## config.mk

```make
export PLATFORM = sky130hd
export DESIGN_NAME = if_id_queue
export DESIGN_NICKNAME = d
export VERILOG_FILES = /design/src/rtl/if_id_queue_pkg.sv /design/src/rtl/if_id_queue_predecode.sv /design/src/rtl/if_id_queue.sv
export SDC_FILE = /design/constraint.sdc
export NUM_CORES = 1
export LEC_CHECK = 0
export BUFFER_PORTS_ARGS = -buffer_cell sky130_fd_sc_hd__buf_2
export CORE_ASPECT_RATIO = 2
export CORE_MARGIN = 8
export CORE_UTILIZATION = 57
export CTS_BUF_LIST = sky130_fd_sc_hd__clkbuf_4 sky130_fd_sc_hd__clkbuf_8
export DETAILED_ROUTE_END_ITERATION = 16
export PLACE_DENSITY = 0.83
export SETUP_SLACK_MARGIN = 0.4
export SLEW_MARGIN = 20
export SYNTH_ARGS = -nofsm -noshare
export SYNTH_HDL_FRONTEND = slang
export SYNTH_SLANG_ARGS = --single-unit
```

## constraint.sdc

```tcl
create_clock -name clk -period 5.4 [get_ports clk]
set_input_delay 0.54 -clock clk [delete_from_list [all_inputs] [get_ports clk]]
set_output_delay 0.54 -clock clk [all_outputs]
set_load 0.01 [all_outputs]
```

## src/rtl/if_id_queue_pkg.sv

```systemverilog
// Shared constants for the IF->ID queue slice: RISC-V NOP, major opcodes
// used by predecode, and predecode bit positions.
package if_id_queue_pkg;

  localparam logic [31:0] RV_NOP     = 32'h0000_0013;

  localparam logic [6:0]  OPC_BRANCH = 7'b110_0011;
  localparam logic [6:0]  OPC_JAL    = 7'b110_1111;
  localparam logic [6:0]  OPC_JALR   = 7'b110_0111;
  localparam logic [6:0]  OPC_LOAD   = 7'b000_0011;
  localparam logic [6:0]  OPC_STORE  = 7'b010_0011;

  localparam int unsigned PD_BR   = 3;
  localparam int unsigned PD_JAL  = 2;
  localparam int unsigned PD_JALR = 1;
  localparam int unsigned PD_MEM  = 0;

  typedef logic [3:0] pd_t;

endpackage

```

## src/rtl/if_id_queue_predecode.sv

```systemverilog
// rv_predecode: combinational opcode classifier producing
// {is_branch, is_jal, is_jalr, is_mem} from an instruction word.
module rv_predecode
  import if_id_queue_pkg::*;
#(
  parameter int unsigned ILEN = 32
) (
  input  logic [ILEN-1:0] i_instr,
  output pd_t             o_pd
);

  logic [6:0] w_opc;
  logic       w_unused_bits;

  assign w_opc         = i_instr[6:0];
  assign w_unused_bits = ^i_instr[ILEN-1:7];

  // Classify the major opcode into one-hot predecode flags.
  always_comb begin
    o_pd = '0;
    case (w_opc)
      OPC_BRANCH: o_pd[PD_BR]   = 1'b1;
      OPC_JAL:    o_pd[PD_JAL]  = 1'b1;
      OPC_JALR:   o_pd[PD_JALR] = 1'b1;
      OPC_LOAD,
      OPC_STORE:  o_pd[PD_MEM]  = 1'b1;
      default:    o_pd = '0;
    endcase
  end

endmodule

```

## src/rtl/if_id_queue.sv

```systemverilog
// if_id_queue: DEPTH-entry elastic IF->ID boundary with valid/ready on both
// sides and a synchronous flush. Carries PC, instruction and fetch fault.
// Build option IFQ_PREDECODE_EN: predecode vector computed at push time and
// stored per entry; otherwise out_predecode is tied to zero.
module if_id_queue
  import if_id_queue_pkg::*;
#(
  parameter int unsigned XLEN  = 32,
  parameter int unsigned ILEN  = 32,
  parameter int unsigned DEPTH = 2
) (
  input  logic                       clk,
  input  logic                       rst,
  input  logic                       flush,
  input  logic                       in_valid,
  output logic                       in_ready,
  input  logic [XLEN-1:0]            in_pc,
  input  logic [ILEN-1:0]            in_instr,
  input  logic                       in_fault,
  output logic                       out_valid,
  input  logic                       out_ready,
  output logic [XLEN-1:0]            out_pc,
  output logic [ILEN-1:0]            out_instr,
  output logic                       out_fault,
  output logic [3:0]                 out_predecode,
  output logic [$clog2(DEPTH+1)-1:0] count
);

  localparam int unsigned AW = $clog2(DEPTH);
  localparam int unsigned CW = $clog2(DEPTH+1);

  logic [XLEN-1:0] r_pc    [DEPTH];
  logic [ILEN-1:0] r_instr [DEPTH];
  logic            r_fault [DEPTH];
  logic [AW-1:0]   r_wr_ptr;
  logic [AW-1:0]   r_rd_ptr;
  logic [CW-1:0]   r_count;

  logic w_push;
  logic w_pop;

  // Handshake flags depend on registered occupancy only.
  assign in_ready  = (r_count != CW'(DEPTH));
  assign out_valid = (r_count != '0);
  assign w_push    = in_valid & in_ready;
  assign w_pop     = out_valid & out_ready;
  assign count     = r_count;

  // Entry storage; not reset, a write without pointer advance is harmless.
  always_ff @(posedge clk) begin
    if (w_push) begin
      r_pc[r_wr_ptr]    <= in_pc;
      r_instr[r_wr_ptr] <= in_instr;
      r_fault[r_wr_ptr] <= in_fault;
    end
  end

  // Pointers and occupancy; reset and flush dominate any push or pop.
  always_ff @(posedge clk) begin
    if (rst || flush) begin
      r_wr_ptr <= '0;
      r_rd_ptr <= '0;
      r_count  <= '0;
    end else begin
      if (w_push) r_wr_ptr <= r_wr_ptr + AW'(1);
      if (w_pop)  r_rd_ptr <= r_rd_ptr + AW'(1);
      case ({w_push, w_pop})
        2'b10:   r_count <= r_count + CW'(1);
        2'b01:   r_count <= r_count - CW'(1);
        default: r_count <= r_count;
      endcase
    end
  end

  // Head mux; an empty queue presents a NOP so stale storage stays hidden.
  always_comb begin
    out_pc    = '0;
    out_instr = ILEN'(RV_NOP);
    out_fault = 1'b0;
    if (out_valid) begin
      out_pc    = r_pc[r_rd_ptr];
      out_instr = r_instr[r_rd_ptr];
      out_fault = r_fault[r_rd_ptr];
    end
  end

`ifdef IFQ_PREDECODE_EN
  pd_t w_pd;
  pd_t r_pd [DEPTH];

  rv_predecode #(.ILEN(ILEN)) u_predecode (
    .i_instr (in_instr),
    .o_pd    (w_pd)
  );

  // Predecode is masked for faulted entries at push time.
  always_ff @(posedge clk) begin
    if (w_push) r_pd[r_wr_ptr] <= in_fault ? '0 : w_pd;
  end

  // Read side is a plain mux of stored bits.
  always_comb begin
    out_predecode = '0;
    if (out_valid) out_predecode = r_pd[r_rd_ptr];
  end
`else
  assign out_predecode = 4'b0000;
`endif

endmodule

```

==> results of run 1 <==
[layout make-up]
cell class	count	share of cell area
flip-flops and latches	135	0.637
clock buffers	23	0.0463
repair buffers	142	0.118
multi-input cells	153	0.165
well taps	102	0.0203
clock inverters	9	0.0123
inverters	3	0.00179
[sequential cells by signal, indices dropped and copies added (netlist names), named ones only]
register	count
r_wr_ptr	1
r_instr	64
count	2
r_rd_ptr	1
r_fault	2
r_pc	64
[how the worst max path moves through the flow]
stage | startpoint | endpoint | slack [ps]
global route | count[0] | out_instr[1] | 2410
detailed placement | count[0] | out_instr[4] | 3090
global placement | count[0] | out_instr[4] | 3170
finish | count[0] | out_instr[4] | 2650
floorplan | count[0] | r_fault[1] | 2660
CTS | count[0] | out_instr[4] | 2600
[power by group through the flow]
stage | clock [mW] | combinational [mW] | sequential, mW
after global placement | 0 | 0.165 | 1.24
after detailed placement | 0 | 0.171 | 1.24
after floorplan | 0 | 0.0947 | 1.23
after CTS | 0.765 | 0.171 | 1.22
after global routing | 0.813 | 0.190 | 1.22
final | 0.747 | 0.172 | 1.22
[worst register-to-register path, cell delays in order (launching register included)]
cell	delay, ps
dfxtp_1	490
nand2b_1	270
nand3b_1	150
inv_2	60
buf_4	650
[through the flow]
step	utilization	cell area, um^2
CTS	0.705	6270
global placement	0.663	5900
detailed placement	0.663	5900
finish	0.708	6290
global route	0.708	6290
floorplan	-	5150
[Yosys cell counts]
| master | n |
|---|---|
| edfxtp_1 | 130 |
| nor2_1 | 66 |
| mux2i_1 | 65 |
| buf_4 | 9 |
| buf_2 | 8 |
| dfxtp_1 | 5 |
| nand2_1 | 4 |
| inv_1 | 3 |
| a21oi_1 | 2 |
| o21ai_0 | 2 |
| xor2_1 | 2 |
| a21bo_2 | 1 |
| and3_1 | 1 |
| conb_1 | 1 |
| ha_1 | 1 |
| nand2b_1 | 1 |
| nand3b_1 | 1 |
| or2_2 | 1 |
| or3_1 | 1 |
| xnor2_1 | 1 |
[kinds of logic (layout without fill, tap and decap cells)]
| group | count (synthesis) | in the layout | synth area share |
|---|---|---|---|
| AND/OR/NAND/NOR | 75 | 75 | 0.0574 |
| other | 1 | 4 | 0.000729 |
| adder cells (fa/ha/maj) | 1 | 1 | 0.00243 |
| buffers and inverters | 20 | 177 | 0.0231 |
| multiplexers | 65 | 65 | 0.127 |
| flip-flops | 135 | 135 | 0.779 |
| XOR/XNOR | 3 | 3 | 0.00511 |
| AO/OA/AOI/OAI | 5 | 5 | 0.00584 |
[cells in the final DEF (no fill, tap or decap), drive strengths merged]
master,Yosys,routed
nand3b,1,1
clkinv,0,5
nand2,4,4
nor2,66,66
nand2b,1,1
inv,3,3
clkbuf,0,23
clkinvlp,0,3
o21ai,2,2
or2,1,1
ha,1,1
mux2i,65,65
xnor2,1,1
dfxtp,5,5
a21bo,1,1
and3,1,1
conb,1,4
a21oi,2,2
or3,1,1
edfxtp,130,130
bufinv,0,1
xor2,2,2
buf,17,142
[layer usage]
metal  vias to the layer above  share of wire
met2                       111           0.57
met1                      1391           0.34
met4                         0          0.028
li1                       1405              -
met3                        21          0.062
met5                         -              0
==> results.txt, run 1 <==
hold_sp: in_pc[4]
setup TNS: 0 ps
met3 usage: 0.0672
Post-CTS Setup Bufs: 0
initial detailed-routing violation count: 122
cts repair resizes: 0
RSZ-0062 raised after global routing: no
worst-case clock buffer depth: 2
largest net degree at the start of global routing: 66
core region area: 8890 um^2
CP bufs+invs: 3
outcome: finished clean
gr ovfl total: 0
met1 Use GR: 0.152
CP max FO: 34
Via density: 5.16
Port Buffers: 138
Tcrit/Tclk final: 0.509
Seq/Total Area, Yosys: 0.779
clock share of power: 0.350
final period demand of the worst path: 2750 ps
total clock sinks: 135
Die X: 83.2 um
Crit. End Element: output port
Comb pwr share: 0.081
startpoint types: flop
CP delay by family, top: buffers and inverters
class of the worst hold path: in -> reg
reg2reg setup slack: 3370 ps
Clock Skews: 9.08 ps
# fillers: 580
Clk Latency, worst-skew pair: 410 ps
fin. max-slew vios: 0
GR peak layer: met2
Setup Viol. Count Final: 0
pre-CTS setup slack: 3090 ps
r2r endpoint: r_instr[0][15]
P_sw: 462 uW
DIE HEIGHT: 150 um
Slowest-stage cell, CP: nor2_4
GRT Total Usage: 0.166
Slew headroom: 0.432
# DRC: 0
Seq pwr share: 0.569
vias in the first global route: 3229
Cells after Synth: 305
Initial DRT Pass Iterations: 4
initial core utilization: 0.578
H-tree levels: 4
clk root buf: clkbuf_8
final worst slack: 2650 ps
Syn Area/Cell: 16.9 um^2
Post-Route WL: 10300 um
final hold slack: 309 ps
share of the synthesized area in the top cell type: 0.759
WP depth: 5
die area: 12500 um^2
post-route ant nets: 0
synth top area cells: edfxtp_1 (76%), mux2i_1 (13%), nor2_1 (4.8%), dfxtp_1 (1.9%), buf_4 (1.3%)
post-synth top area cell: edfxtp_1
nets: 523
FMAX: 0.364 GHz
antenna violations before repair: 0
overall via count from detail_route: 2928
Fin. Hold Viols: 0
CTS tree: built
worst hold endpoint: r_pc[1][4]
WP data arrival: 2210 ps
fraction of layout cells with a size suffix above 1: 0.387
Area Growth Syn to Fin: 22.4%
met2 GRT Util: 0.298
maxcap violations: 0
Worst R2R Start: count[0]
Netlist Area Pre-Place: 5140 um^2
Worst VDD drop: 0.000309 V
GP Congestion: 0.760
kind of critical path: reg -> out
Worst Hold Depth: 1
wire per inst: 18.1 um
final std cells w/o fill: 567
Hold-fix buffers, CTS: 0
Placed Instances: 534
area occupied by multi-input gates: 1040 um^2
crit-path cells: nor2_4, buf_4, inv_1, nand2_1, buf_2
worst slew pin tran: 852 ps
power per cell area: 339 nW/um^2
first-pass GRT wire length: 15700 um
Ports: 143
max incr delay on CP: 560 ps
#FFs+latches synth: 135
sw frac: 0.217
data required time of the worst path: 4860 ps
total power: 2.14 mW
Reg clk slew, reported paths: 80 ps
Pint: 1.67 mW
path depth of the worst reg2reg path: 4
CTS Buf Count: 17
FF+latch area: 4010 um^2
Netlist cell types: 20
ANT cells: 0
Rows: 49
P_leak: 2.41 nW
hpwl dp: 7120 um
YS warnings: 0
Note: power is estimated with default switching activity, not from simulation.
==> run 2, diff against run 1 <==
--- a/config.mk
+++ b/config.mk
@@ -5,13 +5,14 @@
 export SDC_FILE = /design/constraint.sdc
 export NUM_CORES = 1
 export LEC_CHECK = 0
+export ABC_AREA = 1
 export BUFFER_PORTS_ARGS = -buffer_cell sky130_fd_sc_hd__buf_2
 export CORE_ASPECT_RATIO = 2
 export CORE_MARGIN = 8
-export CORE_UTILIZATION = 57
+export CORE_UTILIZATION = 49
 export CTS_BUF_LIST = sky130_fd_sc_hd__clkbuf_4 sky130_fd_sc_hd__clkbuf_8
 export DETAILED_ROUTE_END_ITERATION = 16
-export PLACE_DENSITY = 0.83
+export PLACE_DENSITY = 0.75
 export SETUP_SLACK_MARGIN = 0.4
 export SLEW_MARGIN = 20
 export SYNTH_ARGS = -nofsm -noshare
==> constraint.sdc (replaced) <==
create_clock -name clk -period 2.2 [get_ports clk]
set_input_delay 0.22 -clock clk [delete_from_list [all_inputs] [get_ports clk]]
set_output_delay 0.22 -clock clk [all_outputs]
set_load 0.01 [all_outputs]
==> run 2 against run 1 <==
Die area increased by 17%. Critical path type unchanged. Utilization decreased by 0.88 points. Design area increased by 19%. Largest cell class unchanged. Clock-buffer cell count decreased by 5. Setup slack got worse by 2200 ps. Routed wire length increased by 33%. Combinational power increased to 3.5 times the previous value.
==> results.txt, run 2 <==
#FFs+latches synth: 135 (unchanged)
clk root buf: clkbuf_8
Setup Viol. Count Final: 0 (unchanged)
antenna violations before repair: 0 (unchanged)
initial core utilization: 0.494 (-0.0846)
final period demand of the worst path: 1770 ps
P_leak: 3.02 nW (+25%)
outcome: finished clean
maxcap violations: 0 (unchanged)
Crit. End Element: output port
startpoint types: flop
Post-synth ARST share: 0 (unchanged)
nets: 688 (+32%)
Die X: 89.6 um (+7.7%)
synth top area cells: edfxtp_1 (74%), nand2_1 (9.8%), a21oi_2 (5.6%), a21oi_1 (2.7%), dfxtp_1 (1.9%)
power per cell area: 732 nW/um^2 (+120%)
data required time of the worst path: 1980 ps (-2880 ps)
ANT cells: 0 (unchanged)
hpwl dp: 7340 um (+3.1%)
CTS Buf Count: 17 (unchanged)
wire per inst: 17.7 um (-2.1%)
Via density: 5.03 (-2.5%)
first-pass GRT wire length: 20000 um (+27%)
Util after Layout: 0.699 (-0.00882)
hold_sp: rst
Worst VDD drop: 0.000594 V (+92%)
Clk Latency, worst-skew pair: 430 ps (+20 ps)
DIE HEIGHT: 163 um (+8.5%)
WP data arrival: 1550 ps (-660 ps)
kind of critical path: reg -> out
CP max FO: 14 (-59%)
post-route cell area: 7510 um^2 (+19%)
initial detailed-routing violation count: 259 (+110%)
die area: 14600 um^2 (+17%)
Reg clk slew, reported paths: 70 ps (about the same)
YS warnings: 0 (unchanged)
setup TNS: 0 ps (unchanged)
RSZ-0062 raised after global routing: yes
Area Growth Syn to Fin: 41.6%
Worst R2R Start: count[0]
Port Buffers: 138 (unchanged)
CTS tree: built
Ports: 143 (unchanged)
class of the worst hold path: in -> reg
EDFF count, synth: 130 (unchanged)
post-synth top area cell: edfxtp_1
Seq/Total Area, Yosys: 0.755 (-0.0239)
Fin. Hold Viols: 0 (unchanged)
Cells after Synth: 389 (+28%)
Netlist cell types: 21 (+5.0%)
core region area: 10700 um^2 (+21%)
post-route ant nets: 0 (unchanged)
GP Congestion: 0.730 (-3.9%)
overall via count from detail_route: 3875 (+32%)
Top FF cell, synth: edfxtp_1
H-tree levels: 4 (unchanged)
max incr delay on CP: 420 ps (-140 ps)
Tcrit/Tclk final: 0.807
Clock Skews: 7.49 ps (-1.59 ps)
Initial DRT Pass Iterations: 4 (unchanged)
vias in the first global route: 3968 (+23%)
# DRC: 0 (unchanged)
most frequent cells in the layout: buf_2 (138), nand2_1 (137), edfxtp_1 (130)
largest net degree at the start of global routing: 53 (-20%)
share of the synthesized area in the top cell type: 0.736 (-0.0233)
Syn Area/Cell: 13.6 um^2 (-19%)
fraction of layout cells with a size suffix above 1: 0.405 (+0.0177)
Slowest-stage cell, CP: dfxtp_4
fin. max-slew vios: 0 (unchanged)
Post-DP Area: 6160 um^2 (+4.5%)
total clock sinks: 135 (unchanged)
Synth top cells by count: nand2_1 (138), edfxtp_1 (130), a21oi_2 (34)
worst-case clock buffer depth: 2 (unchanged)
Rows: 54 (+10%)
Regs by FF count: r_instr (64), r_pc (64)
Netlist Area Pre-Place: 5300 um^2 (+3.2%)
Post-Route WL: 13700 um (+33%)
FMAX: 0.563 GHz
most common cell after layout, fill and taps aside: buf_2
GRT Total Usage: 0.184 (+0.0184)
crit-path cells: buf_12, clkbuf_16, nand2_1, a21oi_2, buf_2
gr ovfl total: 0 (unchanged)
most numerous cell in the Yosys netlist: nand2_1
run 2: cell count changes in the layout (fill, tap and decap cells not counted), sizes merged, moves of 20 or more:
cell,before,now
mux2i,65,0
buf,142,162
dlygate4sd3,0,65
a21oi,2,63
nor2,66,13
nand2,4,140
run 2: per-layer routing:
layer / GRT usage / routed length (um) / vias to the layer above
met5: 0 / 0 / -
met4: 0.0717 / 214 / 0
met3: 0.0731 / 1250 / 26
met2: 0.304 / 6910 / 184
met1: 0.203 / 5290 / 1859
li1: - / - / 1806
run 2: final timing paths:
check             slack [ps]             end  cells after the start
setup / recovery         430   out_instr[10]                      5
hold / removal            60        count[1]                      4
setup reg to reg         670  r_instr[0][23]                      5
hold reg to reg          540        r_rd_ptr                      2
run 2: critical path, delay by kind of cell, from the launching register on:
family	cells	cell delay, ps
AOI/OAI and AO/OA	1	160
DFF	1	420
buffers and inverters	3	470
and+or+nand+nor	1	70
run 2: final cells by class:
type	count	area (um^2)
inverters	7	41.3
flip-flops and latches	135	4010
repair buffers	230	1730
fillers	714	3230
well taps	140	175
clock inverters	14	135
multi-input cells	226	1180
clock buffers	18	241
run 2: metrics by stage:
stage	instances	power [mW]	worst slack, ps	hold slack (ps)
after global routing	770	5.71	336	57.4
after global placement	655	3.47	675	407
final	770	5.50	425	63.5
after floorplan	392	3.29	179	319
after detailed placement	655	3.48	670	412
after CTS	760	5.48	380	33.5
run 2: logic make-up (layout without fill, tap and decap cells):
logic type                 after synthesis  count (layout)  share of synthesized area
and+or+nand+nor                        157             157                      0.121
adders and majority gates                1               1                    0.00236
buffers and inverters                   31             269                     0.0370
DFF                                    135             135                      0.755
other                                    1               4                   0.000707
AOI/OAI and AO/OA                       64              64                     0.0845
run 2: timing repair:
action | 4_1_cts | 5_1_grt
gates cloned | 2 | 3
resized for setup | 7 | 18
setup endpoints to repair | 58 | 58
pin swaps | 0 | 3
setup buffers | 6 | 7
hold buffers | 65 | 0
hold endpoints to repair | 130 | 0
run 2: power by group:
part / switching (mW) / internal [mW] / leakage (nW)
Clock: 0.913 / 1.00 / 0.183
Combinational: 0.326 / 0.276 / 1.58
Sequential: 0.0348 / 2.95 / 1.26
Total: 1.27 / 4.22 / 3.02
==> run 3, diff against run 2 <==
--- a/config.mk
+++ b/config.mk
@@ -5,14 +5,14 @@
 export SDC_FILE = /design/constraint.sdc
 export NUM_CORES = 1
 export LEC_CHECK = 0
-export ABC_AREA = 1
+export ABC_AREA = 0
 export BUFFER_PORTS_ARGS = -buffer_cell sky130_fd_sc_hd__buf_2
 export CORE_ASPECT_RATIO = 2
 export CORE_MARGIN = 8
-export CORE_UTILIZATION = 49
+export CORE_UTILIZATION = 54
 export CTS_BUF_LIST = sky130_fd_sc_hd__clkbuf_4 sky130_fd_sc_hd__clkbuf_8
 export DETAILED_ROUTE_END_ITERATION = 16
-export PLACE_DENSITY = 0.75
+export PLACE_DENSITY = 0.79
 export SETUP_SLACK_MARGIN = 0.4
 export SLEW_MARGIN = 20
 export SYNTH_ARGS = -nofsm -noshare
==> constraint.sdc (replaced) <==
create_clock -name clk -period 1.82 [get_ports clk]
set_input_delay 0.182 -clock clk [delete_from_list [all_inputs] [get_ports clk]]
set_output_delay 0.182 -clock clk [all_outputs]
set_load 0.01 [all_outputs]
==> run 3 against run 2 <==
Clock-buffer cell count rose by 4. Register-to-register slack got worse by 410 ps. Combinational power rose by 45%. Critical path depth did not move. Via count fell by 10%. Utilization rose by 12 points. Clock skew rose by 1.4 ps. Hold slack improved by 29 ps. Power rose by 24%. Largest cell class unchanged. Highest routed layer unchanged.
==> results.txt, run 3 (synthesis results as in run 1) <==
most common cell after layout, fill and taps aside: buf_2
Via density: 5.25 (+4.4%)
Port Buffers: 138 (unchanged)
Post-Route WL: 14000 um (+2.8%)
gr ovfl total: 0 (unchanged)
Die X: 85.0 um (-5.1%)
FMAX: 0.577 GHz
overall via count from detail_route: 3487 (-10%)
clock share of power: 0.341 (-0.007)
Initial DRT Pass Iterations: 7 (+3)
Placed Instances: 541 (-17%)
Rows: 50 (-7.4%)
Util after Layout: 0.819 (+0.120)
Fin. Hold Viols: 0 (unchanged)
Worst VDD drop: 0.00111 V (+88%)
Slowest-stage cell, CP: dfxtp_4
RSZ-0062 raised after global routing: yes
antenna violations before repair: 0 (unchanged)
Clock Skews: 8.86 ps (+1.37 ps)
clk root buf: clkbuf_8
kind of critical path: reg -> out
max incr delay on CP: 370 ps (-50 ps)
P_leak: 2.97 nW (-1.7%)
# fillers: 430 (-40%)
WP data arrival: 1550 ps (about the same)
wire per inst: 21.1 um (+19%)
worst-case clock buffer depth: 2 (unchanged)
Tcrit/Tclk final: 0.953
power per cell area: 890 nW/um^2 (+22%)
startpoint types: flop
CTS Buf Count: 17 (unchanged)
most frequent cells in the layout: buf_2 (137), edfxtp_1 (130), nor2_1 (65), dlygate4sd3_1 (65), mux2i_1 (62)
H-tree levels: 4 (unchanged)
data required time of the worst path: 1640 ps (-340 ps)
outcome: finished clean
largest net degree at the start of global routing: 37 (-30%)
Ports: 143 (unchanged)
die area: 13100 um^2 (-10%)
GP Congestion: 0.743 (+1.8%)
GRT Total Usage: 0.198 (+0.0139)
sw frac: 0.222 (-0.0102)
final std cells w/o fill: 664 (-14%)
P_sw: 1.51 mW (+18%)
fraction of layout cells with a size suffix above 1: 0.396 (-0.00833)
path depth of the worst reg2reg path: 7 (+2)
Crit. End Element: output port
fin. max-slew vios: 0 (unchanged)
# DRC: 0 (unchanged)
initial detailed-routing violation count: 155 (-40%)
CP max FO: 9 (-5)
class of the worst hold path: in -> reg
Comb pwr share: 0.129 (+0.019)
final period demand of the worst path: 1730 ps
Worst Hold Depth: 3 (-1)
core region area: 9320 um^2 (-13%)
total clock sinks: 135 (unchanged)
CTS tree: built
initial core utilization: 0.552 (+0.0578)
first-pass GRT wire length: 19300 um (-3.7%)
Area Growth Syn to Fin: 48.5%
crit-path cells: buf_4, buf_16, mux2i_4, nor2_1, buf_2
post-route ant nets: 0 (unchanged)
Setup Viol. Count Final: 0 (unchanged)
total power: 6.79 mW (+24%)
DIE HEIGHT: 154 um (-5.6%)
Pint: 5.29 mW (+25%)
hpwl dp: 7480 um (+1.8%)
nets: 618 (-10%)
Clk Latency, worst-skew pair: 420 ps (about the same)
vias in the first global route: 3755 (-5.4%)
Regs by FF count: r_instr (64), r_pc (64)
Reg clk slew, reported paths: 70 ps (about the same)
ANT cells: 0 (unchanged)
maxcap violations: 0 (unchanged)
Seq pwr share: 0.531 (-0.011)
[run 3: cell count changes in the layout (fill, tap and decap cells not counted), moves of 5 or more]
| cell | delta |
|---|---|
| nor2_1 | +57 |
| nand2_1 | -134 |
| buf_4 | -8 |
| clkbuf_16 | +7 |
| mux2i_1 | +62 |
| a21oi_1 | -15 |
| inv_1 | -5 |
| a21oi_2 | -46 |
[run 3: metal layers]
metal	wire length, um	track usage	part of all wire	vias up
li1	-	-	-	1601
met1	4480	0.178	0.32	1691
met2	8100	0.364	0.58	159
met3	868	0.0673	0.062	36
met4	588	0.117	0.042	0
met5	0	0	0	-
[run 3: power groups by stage]
stage	sequential, mW	combinational, mW	clock [mW]
6_report	3.60	0.875	2.31
5_1_grt	3.61	0.928	2.49
4_1_cts	3.60	0.686	2.34
3_5_place_dp	3.67	0.543	0
3_3_place_gp	3.66	0.527	0
2_1_floorplan	3.66	0.284	0
[run 3: through the flow]
step / setup WS (ps) / hold WS (ps) / TNS (ps) / cell area (um^2)
CTS: 81.3 / 50.6 / 0 / 7120
global route: 24.6 / 62.4 / 0 / 7630
global placement: 278 / 369 / 0 / 6010
finish: 86.2 / 92.5 / 0 / 7630
detailed placement: 120 / 374 / 0 / 6010
floorplan: -186 / 281 / -14960 / 5170
[run 3: critical path: cells and delay by family (launching register included)]
kind          cells  cell delay (ps)
buf+inv           3              460
flops             1              370
mux               1              190
simple gates      1              120
[run 3: final timing paths]
check	slack (ps)	startpoint	to
max	90	flop	out_pc[21]
min	90	flush	r_wr_ptr
max reg2reg	260	count[1]	count[1]
min reg2reg	570	r_rd_ptr	r_rd_ptr
[run 3: area by class of cell]
class	count	area (um^2)	area share
clock buffer	22	272	0.0356
multi-input combinational	153	1120	0.147
tap	104	130	0.0170
inverter	3	22.5	0.00295
clock inverter	10	105	0.0138
sequential	135	4020	0.526
timing repair buffer	237	1970	0.257
[run 3: repair_timing]
| item | CTS | global route |
|---|---|---|
| hold endpoints to repair | 130 | 0 |
| cloned | 0 | 15 |
| setup buffers | 1 | 10 |
| pin swaps | 1 | 5 |
| hold buffers | 65 | 0 |
| setup endpoints to repair | 96 | 129 |
| gates resized for setup | 15 | 26 |
